**src/rtl/bootrom_shadow_pkg.sv**
```systemverilog
// -----------------------------------------------------------------------------
// bootrom_shadow_pkg
// Shared constants for the boot ROM shadow copier:
//   - state encoding (IDLE, RD, WR, DONE, and VRD/VCMP for the verify build)
//   - default base addresses and copy length
//   - word_addr(): 19-bit modulo word address generation (wraps silently)
// -----------------------------------------------------------------------------
package bootrom_shadow_pkg;

    localparam logic [2:0] IDLE = 3'd0;
    localparam logic [2:0] RD   = 3'd1;
    localparam logic [2:0] WR   = 3'd2;
    localparam logic [2:0] DONE = 3'd3;
    localparam logic [2:0] VRD  = 3'd4;
    localparam logic [2:0] VCMP = 3'd5;

    localparam logic [18:0] DEF_SRC_BASE = 19'h7FF00;
    localparam logic [18:0] DEF_DST_BASE = 19'h7FF00;
    localparam int          DEF_WORDS    = 256;

    // Widest possible word counter (WORDS = 65536 needs 17 bits).
    localparam int OFFSET_W = 17;

    // base + offset in 19 bits; carries out of bit 18 are dropped so the
    // address wraps above 19'h7FFFF.
    function automatic logic [18:0] word_addr(input logic [18:0]         base,
                                              input logic [OFFSET_W-1:0] offset);
        return base + {2'b00, offset};
    endfunction

endpackage

```
**src/rtl/bootrom_shadow_wb_master_port.sv**
```systemverilog
// -----------------------------------------------------------------------------
// bootrom_shadow_wb_master_port
// Single-beat Wishbone master handshake, used once for the ROM (source) side
// and once for the RAM (destination) side.
//
// Handshake: cyc/stb act as "valid" and ack as "ready". While active is high
// the port holds cyc=stb=1 (and we=write) for as many wait states as the slave
// needs. A beat completes on the clock edge where stb and ack are both high;
// beat_o flags that cycle so the sequencer can advance, which deasserts
// active and therefore drops cyc/stb in the cycle after the ack. Acks that
// arrive while the port is idle never produce a beat.
//
// Ports:
//   active  in  : owning state is current
//   write   in  : beat is a write
//   ack_i   in  : slave acknowledge (may be combinational with stb)
//   cyc_o   out : Wishbone cycle
//   stb_o   out : Wishbone strobe
//   we_o    out : Wishbone write enable
//   beat_o  out : beat completes at the next clock edge
// -----------------------------------------------------------------------------
module bootrom_shadow_wb_master_port (
    input  logic active,
    input  logic write,
    input  logic ack_i,
    output logic cyc_o,
    output logic stb_o,
    output logic we_o,
    output logic beat_o
);

    assign cyc_o  = active;
    assign stb_o  = active;
    assign we_o   = active & write;
    assign beat_o = active & ack_i;

endmodule

```
**src/rtl/bootrom_shadow.sv**
```systemverilog
// -----------------------------------------------------------------------------
// bootrom_shadow
// Boot-time sequencer: copies WORDS 16-bit words from the boot ROM (source
// Wishbone port) into shadow RAM (destination Wishbone port) and holds the CPU
// in reset-hold until the copy has finished.
//
// Optional build macro: BOOTSHADOW_VERIFY_EN
//   Adds a read-back (VRD) and compare (VCMP) step after every write, the
//   d_dat_i read-data port and a sticky verify_err_o flag.
//
// Ports:
//   clk, rst           : clock, asynchronous active-low reset
//   start_i            : (re)copy request, honoured in IDLE or DONE only
//   busy_o             : copy in progress
//   done_o             : copy finished (DONE state)
//   cpu_hold_o         : CPU reset-hold, released on reaching DONE
//   s_*                : ROM read port (we tied 0, sel tied 2'b11)
//   d_*                : RAM write port (sel tied 2'b11)
//   d_dat_i            : RAM read-back data (verify build only)
//   verify_err_o       : sticky read-back mismatch (verify build only)
//   dbg_state_o        : current FSM state
// -----------------------------------------------------------------------------
module bootrom_shadow
    import bootrom_shadow_pkg::*;
#(
    parameter logic [18:0] SRC_BASE   = DEF_SRC_BASE,
    parameter logic [18:0] DST_BASE   = DEF_DST_BASE,
    parameter int          WORDS      = DEF_WORDS,
    parameter bit          AUTO_START = 1'b1
) (
    input  logic        clk,
    input  logic        rst,
    input  logic        start_i,
    output logic        busy_o,
    output logic        done_o,
    output logic        cpu_hold_o,
    output logic [19:1] s_adr_o,
    input  logic [15:0] s_dat_i,
    output logic        s_cyc_o,
    output logic        s_stb_o,
    output logic        s_we_o,
    output logic [1:0]  s_sel_o,
    input  logic        s_ack_i,
    output logic [19:1] d_adr_o,
    output logic [15:0] d_dat_o,
    output logic        d_cyc_o,
    output logic        d_stb_o,
    output logic        d_we_o,
    output logic [1:0]  d_sel_o,
    input  logic        d_ack_i,
`ifdef BOOTSHADOW_VERIFY_EN
    input  logic [15:0] d_dat_i,
    output logic        verify_err_o,
`endif
    output logic [2:0]  dbg_state_o
);

    localparam int            CW       = $clog2(WORDS) + 1;
    localparam logic [CW-1:0] LAST_CNT = CW'(WORDS - 1);

    logic [2:0]    state_q;
    logic [CW-1:0] cnt_q;
    logic [15:0]   dat_q;
    logic          first_q;   // set by reset, cleared by the first clock after it
    logic          last_word;
    logic          s_beat;
    logic          d_beat;
    logic          src_active;
    logic          dst_active;
`ifdef BOOTSHADOW_VERIFY_EN
    logic [15:0]   rb_q;
    logic          err_q;
`endif

    assign last_word = (cnt_q == LAST_CNT);

    always_ff @(posedge clk or negedge rst) begin
        if (!rst) begin
            state_q <= IDLE;
            cnt_q   <= '0;
            dat_q   <= '0;
            first_q <= 1'b1;
`ifdef BOOTSHADOW_VERIFY_EN
            rb_q    <= '0;
            err_q   <= 1'b0;
`endif
        end else begin
            first_q <= 1'b0;
            case (state_q)
                IDLE: begin
                    if ((AUTO_START && first_q) || start_i) begin
                        state_q <= RD;
`ifdef BOOTSHADOW_VERIFY_EN
                        err_q   <= 1'b0;
`endif
                    end
                end
                RD: begin
                    if (s_beat) begin
                        dat_q   <= s_dat_i;
                        state_q <= WR;
                    end
                end
                WR: begin
                    if (d_beat) begin
`ifdef BOOTSHADOW_VERIFY_EN
                        state_q <= VRD;
`else
                        if (last_word) begin
                            state_q <= DONE;
                        end else begin
                            cnt_q   <= cnt_q + CW'(1);
                            state_q <= RD;
                        end
`endif
                    end
                end
`ifdef BOOTSHADOW_VERIFY_EN
                VRD: begin
                    if (d_beat) begin
                        rb_q    <= d_dat_i;
                        state_q <= VCMP;
                    end
                end
                VCMP: begin
                    // A mismatch is only recorded; the copy carries on.
                    if (rb_q != dat_q) begin
                        err_q <= 1'b1;
                    end
                    if (last_word) begin
                        state_q <= DONE;
                    end else begin
                        cnt_q   <= cnt_q + CW'(1);
                        state_q <= RD;
                    end
                end
`endif
                DONE: begin
                    if (start_i) begin
                        cnt_q   <= '0;
                        state_q <= RD;
`ifdef BOOTSHADOW_VERIFY_EN
                        err_q   <= 1'b0;
`endif
                    end
                end
                default: state_q <= IDLE;
            endcase
        end
    end

    // Port ownership follows the state, so only one port can ever be active
    // and a reset drops both strobes without waiting for a clock.
    assign src_active = (state_q == RD);
`ifdef BOOTSHADOW_VERIFY_EN
    assign dst_active = (state_q == WR) || (state_q == VRD);
    assign busy_o     = (state_q == RD) || (state_q == WR) ||
                        (state_q == VRD) || (state_q == VCMP);
    assign verify_err_o = err_q;
`else
    assign dst_active = (state_q == WR);
    assign busy_o     = (state_q == RD) || (state_q == WR);
`endif

    assign done_o      = (state_q == DONE);
    assign cpu_hold_o  = (state_q != DONE);
    assign dbg_state_o = state_q;

    assign s_adr_o = word_addr(SRC_BASE, OFFSET_W'(cnt_q));
    assign d_adr_o = word_addr(DST_BASE, OFFSET_W'(cnt_q));
    assign d_dat_o = dat_q;
    assign s_sel_o = 2'b11;
    assign d_sel_o = 2'b11;

    bootrom_shadow_wb_master_port u_src_port (
        .active (src_active),
        .write  (1'b0),
        .ack_i  (s_ack_i),
        .cyc_o  (s_cyc_o),
        .stb_o  (s_stb_o),
        .we_o   (s_we_o),
        .beat_o (s_beat)
    );

    bootrom_shadow_wb_master_port u_dst_port (
        .active (dst_active),
        .write  (state_q == WR),
        .ack_i  (d_ack_i),
        .cyc_o  (d_cyc_o),
        .stb_o  (d_stb_o),
        .we_o   (d_we_o),
        .beat_o (d_beat)
    );

endmodule

```
**config.mk**
```make
export PLATFORM = sky130hd
export DESIGN_NAME = bootrom_shadow
export DESIGN_NICKNAME = d
export VERILOG_FILES = /design/src/rtl/bootrom_shadow_pkg.sv /design/src/rtl/bootrom_shadow_wb_master_port.sv /design/src/rtl/bootrom_shadow.sv
export SDC_FILE = /design/constraint.sdc
export NUM_CORES = 1
export LEC_CHECK = 0
export CAP_MARGIN = 20
export CORE_MARGIN = 2
export CORE_UTILIZATION = 42
export DETAILED_ROUTE_END_ITERATION = 8
export HOLD_SLACK_MARGIN = 0.15
export PLACE_DENSITY_LB_ADDON = 0.25
export SYNTH_ARGS = -nofsm -noshare
export SYNTH_HDL_FRONTEND = slang
export SYNTH_HIERARCHICAL = 1
export SYNTH_SLANG_ARGS = --single-unit
```
**constraint.sdc**
```tcl
create_clock -name clk -period 3.2 [get_ports clk]
set_input_delay 0.48 -clock clk [delete_from_list [all_inputs] [get_ports clk]]
set_output_delay 0.48 -clock clk [all_outputs]
set_load 0.02 [all_outputs]
```
==> metrics.yaml <==
outcome: "finished, final reports clean"
placed_cells: 250
fillers: 332
cts_resized: 0
ys_ff_latch: 28
ys_seq_area_frac: 0.4080
drcViolationCount: 0
nets: 233
postCtsHoldBufs: 0
setup_viol: 0
num_vias: 1187
cellLeakagePower_nw: 0.9840
cts.sinks: 28
place_hpwl_um: 2509
grt_use_total: 0.1457
yosys.cell_count.top_type: "buf_4"
viasPerCell: 4.673
rows: 23
n_antenna_cell: 0
h-tree-depth: 1
netlist_area_mm2: 0.001720
grt_pass1_vias: 1136
post-place-ws_ps: 1016
netlist.top_cell.by_area: "dfrtp_1"
finalCriticalPeriod_ps: 2466
slew_violations: 0
syn_area_per_cell_um2: 10.75
critPathMaxStageDelay_ps: 590
final_cells: 254
min_period_over_period: 0.7708
dieArea_mm2: 0.004624
slew_headroom: 0.6550
clock_latency_ps: 270
yosysUniqueCellTypes: 33
placed_area_mm2: 0.002270
fp.dieW_um: 68
finalHoldViolCount: 0
syn_to_final_growth_pct: 36.07
min_path_type: "flip-flop to flip-flop"
die_height_um: 68
yosys-top-cells-area: "dfrtp_1, buf_4, mux2_2, ha_1, nand4bb_4"
cts_setup_buffers: 0
drv_cap: 0
cts_tree: "built"
yosysWarnings: 6
ir_worst_vdd_mv: 0.4622
drt_pass1_iterations: 4
yosys-top-cells-count: "buf_4, dfrtp_1, mux2_2"
grt_pass1_wl_um: 5099
path_max_fanout: 10
synthArstFlopShare: 1.000
routabilityCongestion: 0.7208
overflow: 0
drive_gt1_frac: 0.1422
post_drt_wl_per_cell_um: 12.53
clockRootBuffer: "clkbuf_8"
drt_iter0_drc: 39
cp-end-kind: "output pin"
port_buffers: 84
cp_slowest_cell: "clkdlybuf4s50_1"
synth_cells: 160
clkSlewWorstSetupHoldPaths_ps: 90
yosysTopAreaCellShare: 0.3927
arrival_ps: 1990
drt-total-wl_um: 3182
start_util: 0.4332
crit_required_ps: 2720
p_per_area_mw_per_mm2: 797.2
postLayoutCellArea_mm2: 0.002341
synth_flop_cell: "dfrtp_1"
rsz0062_at_grt: "false"
antenna_found_initial: 0
ant_nets: 0
worstPathCellList: "inv_1 -> ha_1 -> and2_1 -> clkdlybuf4s50_1"
io_pins: 91
final.setup.tns_ps: 0
cts_made_buffers: 3
fmax_mhz: 405.4
synth_edf_count: 0
worstMarginPinSlew_ps: 516.9
critical_path_class: "flip-flop to output pin"
r2r_setup_slack_ps: 980
final.setup.worst_slack_ps: 733.6
core_mm2: 0.003971
worst_setup_path_start_kind: "flip-flop"
clock_path_buffers: 2
finalClockSkew_ps: 5.247
grt_max_degree: 29
[cells in the final DEF (no fill, tap or decap), types with 3 or more instances in the layout]
cell type	synthesis	layout
o21ai_0	4	4
ha_1	7	7
clkbuf_8	0	3
mux2_2	16	16
inv_1	6	6
conb_1	2	7
a21oi_1	5	5
nand2b_1	3	3
clkdlybuf4s50_1	0	84
nand2_1	6	6
o21ai_1	4	4
and2_1	4	4
dfrtp_1	27	27
nor2_1	3	3
[final timing paths]
kind,start,end,cells past startpoint
setup / recovery,dbg_state_o[0],d_we_o,4
hold / removal,cnt_q[8],cnt_q[8],2
setup reg to reg,cnt_q[0],cnt_q[2],8
hold reg to reg,cnt_q[8],cnt_q[8],2
max in group asynchronous,rst,first_q,2
min in group asynchronous,rst,d_dat_o[9],2
[metrics by stage]
stage,hold slack [ps],util,total power [mW]
after floorplan,184.4,-,1.231
after global placement,469.9,0.5715,1.582
after detailed placement,472.9,0.5715,1.610
after CTS,495.6,0.5895,1.893
after global routing,537.5,0.5895,1.989
final,490.9,0.5895,1.866
[critical path: cells and delay by family, from the launching register on]
kind | cells | cell delay, ps
buffers and inverters | 2 | 710
adder cells (fa/ha/maj) | 1 | 380
flip-flops | 1 | 440
AND/OR/NAND/NOR | 1 | 190
[cell type report]
class	instances	area [µm²]	area share
multi-input combinational	81	634.4	0.2710
tap	50	62.56	0.02672
timing repair buffer	85	848.3	0.3624
inverter	6	22.52	0.009621
sequential	28	701.9	0.2998
clock buffer	3	41.29	0.01764
clock inverter	1	30.03	0.01283
[state kept, by name (all words and copies together) (netlist names)]
| name | flops |
|---|---|
| dbg_state_o | 2 |
| first_q | 1 |
| d_dat_o | 16 |
| cnt_q | 9 |
[where the power goes]
part / total, mW / internal, mW / switching [mW]
Combinational: 1.03 / 0.512 / 0.521
Clock: 0.274 / 0.167 / 0.106
Sequential: 0.560 / 0.479 / 0.0808
[logic make-up after synthesis]
| family | count (synthesis) | synth area share |
|---|---|---|
| AND/OR/NAND/NOR | 25 | 0.09091 |
| AO/OA/AOI/OAI | 24 | 0.09527 |
| other | 2 | 0.004365 |
| buffers and inverters | 56 | 0.2342 |
| flip-flops | 28 | 0.4080 |
| multiplexers | 18 | 0.1164 |
| adder cells (fa/ha/maj) | 7 | 0.05091 |
[metal layers]
layer / routed length [µm] / share of wire / vias to the layer above / global-route usage
met5: 0 / 0 / - / 0
met4: 13 / 0.0041 / 0 / 0.04750
met3: 316 / 0.099 / 2 / 0.05099
met2: 1636 / 0.51 / 66 / 0.2488
li1: - / - / 572 / -
met1: 1217 / 0.38 / 547 / 0.1705
Note: power is estimated with default switching activity, not from simulation.
